<file path="src/rtl/game_pkg.sv">
// Shared game state encoding and default match parameters for the game
// controller and anything that decodes its state output.
package game_pkg;

    typedef enum logic [1:0] {
        ST_IDLE  = 2'd0,
        ST_PLAY  = 2'd1,
        ST_SERVE = 2'd2,
        ST_OVER  = 2'd3
    } game_state_t;

    localparam logic [3:0] WIN_SCORE_DEF    = 4'd9;
    localparam int         SERVE_FRAMES_DEF = 60;

    function automatic logic [3:0] score_inc(input logic [3:0] score);
        return score + 4'd1;
    endfunction

endpackage

</file>
<file path="src/rtl/serve_timer.sv">
// Loadable frame down-counter that holds the ball at centre before a serve;
// done fires on the tick that finds the count already at zero.
module serve_timer #(
    parameter logic [9:0] LOAD_VALUE = 10'd59
) (
    input  logic clk,
    input  logic rst,
    input  logic load,
    input  logic tick,
    output logic done
);

    logic [9:0] count_r;

    // Down-counter: load wins over tick, and the count parks at zero.
    always_ff @(posedge clk or posedge rst) begin
        if (rst) begin
            count_r <= 10'd0;
        end else if (load) begin
            count_r <= LOAD_VALUE;
        end else if (tick && (count_r != 10'd0)) begin
            count_r <= count_r - 10'd1;
        end else begin
            count_r <= count_r;
        end
    end

    assign done = tick & (count_r == 10'd0);

endmodule

</file>
<file path="src/rtl/game_ctrl.sv">
// Match controller for a two-player paddle game: serve timing, scoring,
// win detection and restart, with all outputs driven straight from flops.
module game_ctrl import game_pkg::*; #(
    parameter logic [3:0] WIN_SCORE    = WIN_SCORE_DEF,
    parameter int         SERVE_FRAMES = SERVE_FRAMES_DEF
) (
    input  logic       clk,
    input  logic       rst,
    input  logic       timing_tick,
    input  logic       start,
    input  logic       miss_left,
    input  logic       miss_right,
    output logic [1:0] state,
    output logic [3:0] player1_score,
    output logic [3:0] player2_score,
    output logic       ball_rst,
    output logic       serve_dir,
    output logic       winner
);

    game_state_t state_r, next_state_s;
    logic [3:0]  p1_r, p2_r, p1_next_s, p2_next_s;
    logic        ball_rst_r, dir_r, winner_r;
    logic        dir_next_s, winner_next_s, ball_rst_next_s;
    logic        start_q_r, start_rise_s;
    logic        load_s, timer_tick_s, timer_done_s;
    logic [3:0]  p1_inc_s, p2_inc_s;

    assign start_rise_s = start & ~start_q_r;
    assign timer_tick_s = timing_tick & (state_r == ST_SERVE);
    assign p1_inc_s     = score_inc(p1_r);
    assign p2_inc_s     = score_inc(p2_r);

    serve_timer #(
        .LOAD_VALUE(10'(SERVE_FRAMES - 1))
    ) u_serve_timer (
        .clk (clk),
        .rst (rst),
        .load(load_s),
        .tick(timer_tick_s),
        .done(timer_done_s)
    );

    // State and output registers; start_q resets high so a held button is not an edge.
    always_ff @(posedge clk or posedge rst) begin
        if (rst) begin
            state_r    <= ST_IDLE;
            p1_r       <= 4'd0;
            p2_r       <= 4'd0;
            ball_rst_r <= 1'b1;
            dir_r      <= 1'b1;
            winner_r   <= 1'b0;
            start_q_r  <= 1'b1;
        end else begin
            state_r    <= next_state_s;
            p1_r       <= p1_next_s;
            p2_r       <= p2_next_s;
            ball_rst_r <= ball_rst_next_s;
            dir_r      <= dir_next_s;
            winner_r   <= winner_next_s;
            start_q_r  <= start;
        end
    end

    // Next-state and next-output decode.
    always_comb begin
        next_state_s  = state_r;
        p1_next_s     = p1_r;
        p2_next_s     = p2_r;
        dir_next_s    = dir_r;
        winner_next_s = winner_r;
        load_s        = 1'b0;
        case (state_r)
            ST_IDLE: begin
                p1_next_s = 4'd0;
                p2_next_s = 4'd0;
                if (start_rise_s) begin
                    next_state_s = ST_SERVE;
                    dir_next_s   = 1'b1;
                    load_s       = 1'b1;
                end else begin
                    next_state_s = ST_IDLE;
                end
            end
            ST_SERVE: begin
                if (timer_done_s) begin
                    next_state_s = ST_PLAY;
                end else begin
                    next_state_s = ST_SERVE;
                end
            end
            ST_PLAY: begin
                if (miss_left && miss_right) begin
                    dir_next_s   = ~dir_r;
                    next_state_s = ST_SERVE;
                    load_s       = 1'b1;
                end else if (miss_left) begin
                    p2_next_s  = p2_inc_s;
                    dir_next_s = 1'b0;
                    if (p2_inc_s == WIN_SCORE) begin
                        next_state_s  = ST_OVER;
                        winner_next_s = 1'b1;
                    end else begin
                        next_state_s = ST_SERVE;
                        load_s       = 1'b1;
                    end
                end else if (miss_right) begin
                    p1_next_s  = p1_inc_s;
                    dir_next_s = 1'b1;
                    if (p1_inc_s == WIN_SCORE) begin
                        next_state_s  = ST_OVER;
                        winner_next_s = 1'b0;
                    end else begin
                        next_state_s = ST_SERVE;
                        load_s       = 1'b1;
                    end
                end else begin
                    next_state_s = ST_PLAY;
                end
            end
            ST_OVER: begin
                if (start_rise_s) begin
                    p1_next_s    = 4'd0;
                    p2_next_s    = 4'd0;
                    dir_next_s   = 1'b1;
                    next_state_s = ST_SERVE;
                    load_s       = 1'b1;
                end else begin
                    next_state_s = ST_OVER;
                end
            end
            default: begin
                next_state_s = ST_IDLE;
            end
        endcase
        ball_rst_next_s = (next_state_s != ST_PLAY);
    end

    assign state         = state_r;
    assign player1_score = p1_r;
    assign player2_score = p2_r;
    assign ball_rst      = ball_rst_r;
    assign serve_dir     = dir_r;
    assign winner        = winner_r;

endmodule
</file>
<file path="config.mk">
export PLATFORM = sky130hd
export DESIGN_NAME = game_ctrl
export DESIGN_NICKNAME = d
export VERILOG_FILES = /design/src/rtl/game_pkg.sv /design/src/rtl/serve_timer.sv /design/src/rtl/game_ctrl.sv
export SDC_FILE = /design/constraint.sdc
export NUM_CORES = 1
export LEC_CHECK = 0
export CAP_MARGIN = 20
export CORE_UTILIZATION = 50
export CTS_CLUSTER_SIZE = 14
export DETAILED_ROUTE_END_ITERATION = 7
export PLACE_DENSITY_LB_ADDON = 0.25
export SYNTH_ARGS = -nofsm -noshare
export SYNTH_HDL_FRONTEND = slang
export SYNTH_HIERARCHICAL = 1
export SYNTH_SLANG_ARGS = --single-unit
</file>
<file path="constraint.sdc">
create_clock -name clk -period 2.2 [get_ports clk]
set_clock_uncertainty 0.05 [all_clocks]
set_input_delay 0.44 -clock clk [delete_from_list [all_inputs] [get_ports clk]]
set_output_delay 0.44 -clock clk [all_outputs]
set_load 0.005 [all_outputs]
</file>
======== After elaboration in Yosys (flattened, before gate mapping) ========
Cells that the tools add are included.
storage, ports and cells
  bits in registers ....................... 24
  output and inout port bits .............. 13
  logic and storage cells ................. 81
operators by class
  $add $sub $neg .......................... 3
  equal/unequal tests ..................... 14
  multiplexer cells ....................... 35
  bitwise logic cells ..................... 6
  reduce and logical (&&, ||, !) cells .... 15
operators by type and width
  kind                                                                   number
  4-bit 2-to-1 mux                                                       6
  4-bit case mux with 3 select lines                                     2
  10-bit 2-to-1 mux                                                      2
  1-bit 2-to-1 mux                                                       17
  10-bit zero test                                                       1
  2-bit 2-to-1 mux                                                       5
  2-bit != test, second input constant                                   5
  5-bit AND reduction                                                    2
  10-bit nonzero test                                                    1
  10-bit by 1-bit subtractor with 10-bit output, second input constant   1
  4-bit by 1-bit adder with 4-bit output, second input constant          2
  4-bit equality test, second input constant                             2
  2-bit case mux with 4 select lines                                     1
  2-bit nonzero test                                                     4
  2-bit by 1-bit != test with 1-bit output, second input constant        3
  2-bit equality test, second input constant                             2
  4-bit != test, second input constant                                   1
  1-bit case mux with 2 select lines                                     2
  4-bit AND reduction                                                    1
  1-bit AND                                                              3
  1-bit NOT                                                              3
  3-bit AND reduction                                                    1
  3-bit nonzero test                                                     1
  2-bit by 1-bit equality test with 1-bit output, second input constant  1
  other kinds (3)                                                        4

======== Longest topological paths before layout ========
Gate-level depths: netlist (run 1).
  word-level depth ........................ 8
  mapped depth ............................ 10
  gate-level depth less buffers ........... 10

======== By module ========
Netlist (run 1), hierarchy kept.
modules (own cells, without submodules)
  module       instances  cells an instance  area an instance (um2)  sequential area each (um2)
  game_ctrl    1          103                949.7                   354.1
  serve_timer  1          66                 623.1                   250.2

======== Worst setup path after synthesis (run 1) ========
OpenSTA, ideal clock, no wires.
  kind .................................... reg2reg
  from .................................... reg p1_r[0], in the netlist player1_score[0]
  to ...................................... reg u_serve_timer.count_r[9]
  setup time .............................. 0.125 ns
  arrival time ............................ 2.195 ns
  required time ........................... 2.025 ns
  path slack .............................. -0.170 ns
  cell stages (with the launch flop) ...... 11
  buffers on the path ..................... 1
  period minus slack after synthesis ...... 2.370 ns
  cell sequence ........................... dfrtp_1 -> inv_1 -> ha_1 -> nand2_1 -> nor3_2 -> a311oi_1 -> o221ai_1 -> a21oi_1 -> clkbuf_1 -> nor2_1 -> mux2_2
on the way
  cells in the longest elaborated chain, start to end .. 8
RTL lines
  what                                                            line               source
  start, declared                                                 game_ctrl.sv:22    logic [3:0] p1_r, p2_r, p1_next_s, p2_next_s;
  start signal, assigned                                          game_ctrl.sv:56    p1_r <= p1_next_s;
  4-bit by 1-bit adder with 4-bit output *                        game_pkg.sv:16     return score + 4'd1;
  4-bit equality test *                                           game_ctrl.sv:110   if (p1_inc_s == WIN_SCORE) begin
  1-bit 2-to-1 mux *                                              game_ctrl.sv:110
  1-bit 2-to-1 mux *                                              game_ctrl.sv:107   end else if (miss_right) begin
  1-bit 2-to-1 mux *                                              game_ctrl.sv:97    end else if (miss_left) begin
  1-bit 2-to-1 mux *                                              game_ctrl.sv:93    if (miss_left && miss_right) begin
  1-bit case mux with 2 select lines *                            game_ctrl.sv:73    case (state_r)
  named net load_s                                                game_ctrl.sv:26    logic load_s, timer_tick_s, timer_done_s;
  10-bit 2-to-1 mux / 2-bit nonzero test (equally long branches)  --
  end signal, assigned                                            serve_timer.sv:22  count_r <= count_r - 10'd1;
  end signal, assigned                                            serve_timer.sv:24  count_r <= count_r;
  end, declared                                                   serve_timer.sv:13  logic [9:0] count_r;
The timed path passes the listed nets; every way through them passes the cells marked *.
A chain may end at the register's enable or synchronous reset.

======== Worst setup path after layout (run 1) ========
  from .................................... reg p1_r[0], in the netlist player1_score[0]
  to ...................................... reg u_serve_timer.count_r[1]
Same word-level chain as after synthesis.

==> impl_metrics.json, run 1 <==
{
  "start_util_pct": 54.7,
  "endpoint": "u_serve_timer/count_r[1]",
  "ir_drop_mv": 0.431,
  "min_path_type": "primary input to asynchronous set/reset pin",
  "wl_per_cell_um": 14.9,
  "synth_seq_area_share_pct": 38.4,
  "drcViolationCount": 0,
  "wl_um": 3790,
  "clockBufferDepth": 2,
  "crit_chain": "inv_1, ha_2, nand2_1, nor3_2, a311oi_2, o221ai_2, a21oi_2, buf_4, nor2_1, and4_1, nor3_2",
  "ioPinCount": 19,
  "period_minus_slack_ns": 2.16,
  "min_period_over_period_pct": 98.4,
  "ys_types": 50,
  "place_inst": 251,
  "worstMarginPinSlew_ns": 0.595,
  "worstRegToRegCells": 11,
  "cts-root-buf": "clkbuf_4",
  "die_area_um2": 3370,
  "setup_viol": 0,
  "gp_congestion": 0.853,
  "yosysTopAreaCell": "dfrtp_1",
  "drive_gt1_share_pct": 28.2,
  "critPathMaxStageDelay_ns": 0.42,
  "ys_seq_elements": 24,
  "status": "finished, final reports clean",
  "first_iter_violations": 110,
  "power_density_nw_per_um2": 709,
  "r2r_slack_ns": 0.04,
  "grt-ovfl-total": 0,
  "dr.pass1.iters": 5,
  "fillCellCount": 212,
  "cp.required_ns": 2.42,
  "critPathLaunch": "player1_score[0]",
  "hold_viol": 0,
  "rsz0062_at_grt": "true",
  "rr_endpoint": "u_serve_timer/count_r[1]",
  "cts.sinks": 24,
  "synth_area_leaders": "dfrtp_1, ha_1, dfstp_2",
  "startpoint_type": "register",
  "crit_top_cell": "nor3_2",
  "final_common_cell": "buf_4",
  "grt_pass1_vias": 1423,
  "cts_tree": "yes",
  "fmax_mhz": 462,
  "path_max_fanout": 5,
  "cp-end-kind": "register",
  "relSlewSlack_pct": 60.3,
  "crit_arrival_ns": 2.38,
  "finalSetupTns_ns": 0,
  "criticalPathCategory": "register to register",
  "globalRouteTotalUtil_pct": 24.0,
  "final_cell_mix": "buf_4, dfrtp_1, clkdlybuf4s50_1, inv_1, nand2_1",
  "p_leak_uw": 0.000849,
  "die_width_um": 58.1,
  "synthesis.nets": 185,
  "num_vias": 1459,
  "final_nets": 230,
  "cts-htree-levels": 1,
  "grt_pass1_wl_um": 6240,
  "n_antenna_cell": 0,
  "synth_area_um2": 1570,
  "dp_hpwl_um": 2780,
  "cts_setup_buffers": 0,
  "drv_slew": 0,
  "rows": 19,
  "synthToLayoutAreaGrowth_pct": 34.6,
  "synth-edff-count": 0,
  "grt_max_degree": 15,
  "synth-main-ff-cell": "dfrtp_1",
  "cap_violations": 0,
  "portBuffers": 18,
  "insertion_delay_ns": 0.33,
  "cts_buffers": 3,
  "core_area_um2": 2880,
  "syn_area_per_cell_um2": 9.31,
  "yosys_warnings": 6,
  "async_reset_ff_share_pct": 100,
  "r2r-start": "player1_score[0]",
  "drtAntennaViolNets": 0,
  "synth_top_area_share_pct": 33.4,
  "clkTransAtPathRegs_ns": 0.14,
  "final_cell_count_no_fill": 255,
  "crit_path_top_delay_cell": "dfrtp_1",
  "die_y_um": 58.1,
  "antenna_found_initial": 0,
  "vias_per_cell": 5.72,
  "synthCells": 169
}
[layer usage]
layer,vias to the layer above,wire length (um),global-route usage [%]
met5,-,0,0
met4,0,52,8.16
met3,6,149,3.57
met2,35,1880,42.0
met1,695,1710,30.1
li1,723,-,-
[flip-flops by register name (all words and copies together), names as in the netlist]
signal                 count
ball_rst                   1
u_serve_timer/count_r     10
serve_dir                  1
winner                     1
state                      2
player1_score              4
player2_score              4
start_q_r                  1
[layout make-up]
type,instances,area [um2],share of cell area (%)
multi-input combinational,126,988,46.7
sequential,24,604,28.5
timing repair buffer,44,379,17.9
inverter,15,56.3,2.66
tap,42,52.6,2.48
clock buffer,4,36.3,1.71
[how the worst min path moves through the flow]
stage | end | cells past startpoint
after floorplan | u_serve_timer/count_r[0] | 1
after global placement | winner | 2
after detailed placement | winner | 2
after CTS | u_serve_timer/count_r[8] | 2
after global routing | u_serve_timer/count_r[8] | 2
final | u_serve_timer/count_r[8] | 2
[cells in the mapped netlist, types with 2 or more instances]
cell type and number:
o21ai_1 9, nor3_1 5, clkbuf_1 3, a211oi_1 3
and2_1 4, o21ai_0 2, dfrtp_1 21, nor2b_1 2
nor2_1 9, or4_1 4, nor3b_1 2, o22a_1 2
nand2_1 14, inv_1 15, a32o_1 2, nand3b_1 3
o221ai_1 2, nand3_1 5, o31ai_1 3, nand2b_1 2
o211ai_1 2, a21oi_1 11, mux2i_1 2, a211o_1 2
nor4_1 3, ha_1 10, dfstp_2 3, and4_1 2
[logic make-up after synthesis]
kind of cell,after synthesis,synth area share (%)
adder cells (fa/ha/maj),10,7.96
flip-flops,24,38.4
AO/OA/AOI/OAI,46,21.2
AND/OR/NAND/NOR,67,25.9
buffers and inverters,19,4.61
multiplexers,3,1.99
[report_power, final]
part           leakage, uW  internal, uW  switching [uW]  total, uW
Combinational     0.000524           311             336        647
Sequential        0.000304           526            84.2        611
Clock            0.0000210           101             141        243
[per-stage QoR]
| stage | hold WS [ns] | setup slack [ns] | utilization (%) | cell area (um2) | power [uW] |
|---|---|---|---|---|---|
| global route | 0.373 | -0.128 | 73.6 | 2120 | 1600 |
| floorplan | 0.230 | 0.00880 | - | 1580 | 963 |
| CTS | 0.368 | 0.00328 | 71.3 | 2050 | 1440 |
| detailed placement | 0.498 | -0.223 | 69.1 | 1990 | 1190 |
| global placement | 0.488 | -0.139 | 69.1 | 1990 | 1160 |
| finish | 0.352 | 0.0362 | 73.6 | 2120 | 1500 |
[worst max-delay path: cells and delay by family (launching register included)]
family,cells,cell delay (ns)
adder cells (fa/ha/maj),1,0.20
AO/OA/AOI/OAI,3,0.68
flip-flops,1,0.42
buffers and inverters,2,0.24
AND/OR/NAND/NOR,5,0.52
[timing repair]
item                                    CTS  global route
resized for setup                         6            13
endpoints found under the setup margin    5             8
hold buffers                              0             0
pin swaps                                 5             3
Power figures use the tool's default switching activity.
==> run 2, diff against run 1 <==
--- a/config.mk
+++ b/config.mk
@@ -5,7 +5,7 @@
 export SDC_FILE = /design/constraint.sdc
 export NUM_CORES = 1
 export LEC_CHECK = 0
-export CAP_MARGIN = 20
+export CORE_ASPECT_RATIO = 1.25
 export CORE_UTILIZATION = 50
 export CTS_CLUSTER_SIZE = 14
 export DETAILED_ROUTE_END_ITERATION = 7
==> run 2 against run 1 <==
Effect of this change: fmax down 1.6%; via count increased by 1.5%; final cell count is 2.4% lower; highest routed layer unchanged; flip-flop and latch count stayed put; critical path depth down 1; non-clock buffer count did not move; clock-buffer cell count down 1; cell area rose by 0.24%; first-iteration DRC count fell by 82%; sequential share of layout area decreased by 0.067 points.
==> impl_metrics.json, run 2 (synthesis gave the netlist of run 1 again) <==
{
  "status": "finished, final reports clean",
  "cp-end-kind": "register",
  "cts-htree-levels": 1,
  "period_minus_slack_ns": 2.20,
  "comb_power_share_pct": 41.1,
  "relSlewSlack_pct": 61.4,
  "grt-ovfl-total": 0,
  "fmax_mhz": 455,
  "switching_share_pct": 35.4,
  "worstMarginPinSlew_ns": 0.578,
  "hold_viol": 0,
  "synthToLayoutAreaGrowth_pct": 34.9,
  "final_nets": 230,
  "ioPinCount": 19,
  "cts-root-buf": "clkbuf_4",
  "drive_gt1_share_pct": 26.3,
  "wl_per_cell_um": 16.2,
  "ir_drop_mv": 0.641,
  "cap_violations": 0,
  "clockBufferDepth": 2,
  "final_cell_mix": "buf_4, dfrtp_1, clkdlybuf4s50_1, inv_1, nand2_1",
  "start_util_pct": 52.9,
  "dp_hpwl_um": 2910,
  "p_leak_uw": 0.000853,
  "insertion_delay_ns": 0.31,
  "critPathTopFamily": "compound AO/OA/AOI/OAI gates",
  "clkTransAtPathRegs_ns": 0.14,
  "largest_reg_flops": 10,
  "crit_chain": "ha_2, and2_1, a21oi_1, o22a_1, o221ai_2, a21oi_2, buf_6, buf_4, nor2_1, mux2_2",
  "path_max_fanout": 5,
  "seqPwrFrac_pct": 38.8,
  "rows": 22,
  "grt_pass1_wl_um": 6810,
  "power.net_switching_uw": 562,
  "setup_viol": 0,
  "die_width_um": 52.2,
  "dp_worst_setup_slack_ns": -0.328,
  "min_period_over_period_pct": 100,
  "min_path_type": "primary input to asynchronous set/reset pin",
  "vias_per_cell": 5.95,
  "die_area_um2": 3380,
  "final_cell_count_no_fill": 249,
  "cts_hold_buf": 0,
  "cts.sinks": 24,
  "n_antenna_cell": 0,
  "core_area_um2": 2970,
  "power_density_nw_per_um2": 748,
  "timing.critical_path.buf_inv": 2,
  "crit_path_top_delay_cell": "dfrtp_1",
  "drtAntennaViolNets": 0,
  "grt_pass1_vias": 1561,
  "drv_slew": 0,
  "dr.pass1.iters": 4,
  "drcViolationCount": 0,
  "antenna_found_initial": 0,
  "die_y_um": 64.7,
  "final_common_cell": "buf_4",
  "gp_congestion": 0.795,
  "num_vias": 1481,
  "cts_buffers": 3,
  "first_iter_violations": 20,
  "globalRouteTotalUtil_pct": 26.8,
  "regMostFlops": "u_serve_timer/count_r",
  "cp.required_ns": 2.37,
  "criticalPathCategory": "register to register",
  "cts_tree": "yes",
  "critPathMaxStageDelay_ns": 0.43,
  "finalSetupTns_ns": 0,
  "clockPowerShare_pct": 20.1,
  "rsz0062_at_grt": "true",
  "crit_arrival_ns": 2.36,
  "place_inst": 243,
  "fin_ws_ns": 0.000549,
  "wl_um": 4040,
  "internal_power_uw": 1020,
  "grt_max_degree": 15,
  "startpoint_type": "register",
  "fin_hold_ws_ns": 0.373,
  "portBuffers": 18
}
[run 2: cell type report]
| cell class | count | area, um2 |
|---|---|---|
| tap | 36 | 45.0 |
| inverter | 15 | 56.3 |
| sequential | 24 | 604 |
| multi-input combinational | 126 | 983 |
| clock inverter | 1 | 30.0 |
| timing repair buffer | 44 | 380 |
| fill | 228 | 851 |
| clock buffer | 3 | 22.5 |
[run 2: what timing repair did]
item                                    CTS  global route
cloned                                    1             0
endpoints found under the setup margin    7             8
buffers inserted                          1             0
endpoints found under the hold margin     0             0
pin swaps                                 6             9
resized for setup                        10             7
[run 2: power by group through the flow]
stage               logic (uW)  clock network [uW]  registers (uW)
floorplan                  364                   0             599
global placement           548                   0             607
detailed placement         581                   0             614
CTS                        627                 325             610
global route               713                 348             625
finish                     653                 319             615
[run 2: final timing paths]
path	slack, ns	end	start	cells after the start
worst min-delay path	0.37	u_serve_timer/count_r[4]	rst	2
min in group clk	0.49	start_q_r	start	1
worst max-delay path	0.0005	u_serve_timer/count_r[9]	player2_score[0]	10
worst max register to register	0.0005	u_serve_timer/count_r[9]	player2_score[0]	10
max in group asynchronous	1.27	start_q_r	rst	2
worst min register to register	0.53	serve_dir	serve_dir	1
[run 2: per-stage QoR]
stage / util (%) / area [um2] / power [uW]
floorplan: - / 1580 / 963
global placement: 66.1 / 1970 / 1160
detailed placement: 66.1 / 1970 / 1200
CTS: 70.2 / 2090 / 1560
global route: 71.4 / 2120 / 1690
finish: 71.4 / 2120 / 1590
[run 2: routing by layer]
layer / vias up / wire length, um / global-route usage (%)
met4: 0 / 141 / 13.5
met3: 14 / 94 / 3.52
met5: - / 0 / 0
li1: 718 / - / -
met2: 38 / 2240 / 50.3
met1: 711 / 1560 / 27.9
==> run 3, diff against run 2 <==
--- a/config.mk
+++ b/config.mk
@@ -6,7 +6,7 @@
 export NUM_CORES = 1
 export LEC_CHECK = 0
 export CORE_ASPECT_RATIO = 1.25
-export CORE_UTILIZATION = 50
+export CORE_UTILIZATION = 35
 export CTS_CLUSTER_SIZE = 14
 export DETAILED_ROUTE_END_ITERATION = 7
 export PLACE_DENSITY_LB_ADDON = 0.25
==> run 3 against run 2 <==
Effect of this change: critical path depth increased by 1; non-clock buffer count increased by 2; highest routed layer unchanged; worst hold slack better by 0.064 ns; combinational power shrank 4.7%; power is 3.5% lower; worst setup slack improved by 0.00056 ns.
==> impl_metrics.json, run 3 (synthesis gave the netlist of run 1 again) <==
{
  "status": "finished, final reports clean",
  "globalRouteTotalUtil_pct": 17.0,
  "cts-root-buf": "clkbuf_8",
  "timing.critical_path.buf_inv": 5,
  "wl_per_cell_um": 13.9,
  "final_common_cell": "buf_4",
  "synthToLayoutAreaGrowth_pct": 36.3,
  "p_leak_uw": 0.000859,
  "drcViolationCount": 0,
  "start_util_pct": 37.5,
  "drtAntennaViolNets": 0,
  "n_antenna_cell": 0,
  "regMostFlops": "u_serve_timer/count_r",
  "period_minus_slack_ns": 2.20,
  "cap_violations": 0,
  "first_iter_violations": 75,
  "fin_hold_ws_ns": 0.438,
  "final_cell_count_no_fill": 271,
  "core_area_um2": 4200,
  "startpoint_type": "register",
  "die_area_um2": 4770,
  "fin_ws_ns": 0.00111,
  "cts-htree-levels": 1,
  "hold_viol": 0,
  "fillCellCount": 379,
  "rsz0062_at_grt": "true",
  "cts.sinks": 24,
  "seq_area_um2": 607,
  "gp_congestion": 0.814,
  "dp_worst_setup_slack_ns": -0.235,
  "insertion_delay_ns": 0.26,
  "dp_hpwl_um": 2790,
  "rows": 26,
  "wl_um": 3760,
  "crit_top_cell": "buf_4",
  "vias_per_cell": 5.39,
  "criticalPathCategory": "register to register",
  "drive_gt1_share_pct": 27.4,
  "ioPinCount": 19,
  "multiInputGateArea_um2": 953,
  "relSlewSlack_pct": 61.6,
  "final_cell_mix": "buf_4, dfrtp_1, clkdlybuf4s50_1, inv_1, nand2_1",
  "largest_reg_flops": 10,
  "portBuffers": 18,
  "setup_viol": 0,
  "dr.pass1.iters": 4,
  "clkTransAtPathRegs_ns": 0.08,
  "rr_endpoint": "u_serve_timer/count_r[3]",
  "die_width_um": 62.0,
  "critPathMaxStageDelay_ns": 0.38,
  "critPathTopFamily": "compound AO/OA/AOI/OAI gates",
  "cts_buffers": 3,
  "drv_slew": 0,
  "min_path_type": "primary input to asynchronous set/reset pin",
  "num_vias": 1460,
  "grt-ovfl-total": 0,
  "cp.required_ns": 2.30,
  "cts_tree": "yes",
  "place_inst": 264,
  "fmax_mhz": 455,
  "post-route-util_pct": 51.1,
  "path_max_fanout": 7,
  "crit_path_top_delay_cell": "dfrtp_1",
  "crit_chain": "buf_4, inv_1, ha_2, nand3b_1, o22a_1, o221ai_2, a21oi_2, buf_4, buf_4, buf_6, a211o_1",
  "r2r_slack_ns": 0.001,
  "min_period_over_period_pct": 99.9,
  "antenna_found_initial": 0,
  "grt_pass1_vias": 1453,
  "cp-end-kind": "register",
  "die_y_um": 76.9,
  "ir_drop_mv": 0.438,
  "clockBufferDepth": 2,
  "final_nets": 232,
  "worstMarginPinSlew_ns": 0.576,
  "grt_max_degree": 15,
  "power_density_nw_per_um2": 714,
  "grt_pass1_wl_um": 6380,
  "worstRegToRegCells": 11,
  "crit_arrival_ns": 2.30,
  "r2r-start": "player2_score[0]"
}
## run 3: cell count changes in the layout (fill, tap and decap cells not counted), moves of 2 or more
cell | before | now
clkbuf_4 | 3 | 0
dfrtp_2 | 0 | 2
clkbuf_8 | 0 | 4
inv_2 | 0 | 2
dfrtp_1 | 21 | 19
inv_1 | 15 | 13
buf_4 | 23 | 25
nor4_1 | 0 | 2
## run 3: worst max-delay path by stage
stage                           from                       end  slack [ns]  depth (start not counted)
finish              player2_score[0]  u_serve_timer/count_r[3]       0.001                         11
CTS                 player2_score[0]  u_serve_timer/count_r[3]      -0.003                         11
floorplan           player1_score[0]  u_serve_timer/count_r[9]       0.009                         10
detailed placement        miss_right  u_serve_timer/count_r[0]       -0.23                          9
global route        player2_score[0]  u_serve_timer/count_r[1]       -0.08                         11
global placement         timing_tick  u_serve_timer/count_r[5]       -0.17                          5
## run 3: final cells by class
type / instances / share of cell area (%)
well taps: 56 / 3.27
clock buffers: 4 / 2.57
repair buffers: 46 / 18.7
inverters: 15 / 2.63
multi-input cells: 126 / 44.5
flip-flops and latches: 24 / 28.3
## run 3: timing repair
item / 4_1_cts / 5_1_grt
resized for setup: 7 / 11
cloned: 1 / 0
hold buffers: 0 / 0
setup buffers: 1 / 2
endpoints found under the setup margin: 1 / 11
pin swaps: 5 / 6
endpoints found under the hold margin: 0 / 0
## run 3: metal layers
metal	share of wire [%]	global-route usage [%]	up-vias
met3	4.0	3.04	2
met1	45	22.7	702
met2	50	27.8	34
met4	0.67	4.22	0
met5	0	0	-
li1	-	-	722
## run 3: power by group
group	total, uW	switching [uW]	leakage (uW)	internal, uW
clock	298	138	0.0000288	159
combinational	622	310	0.000529	312
sequential	611	84.0	0.000301	527
## run 3: through the flow
stage	area (um2)	total power (uW)	TNS, ns
3_5_place_dp	2000	1200	-1.04
6_report	2140	1530	0
3_3_place_gp	2000	1170	-0.665
4_1_cts	2100	1520	-0.00250
5_1_grt	2140	1640	-0.377
2_1_floorplan	1580	963	0
## run 3: worst reg2reg max path: cells and delay by family (launching register included)
| family | cells | cell delay, ns |
|---|---|---|
| fa+ha+maj | 1 | 0.18 |
| buf+inv | 5 | 0.64 |
| simple gates | 1 | 0.08 |
| compound gates | 4 | 0.76 |
| flops | 1 | 0.38 |
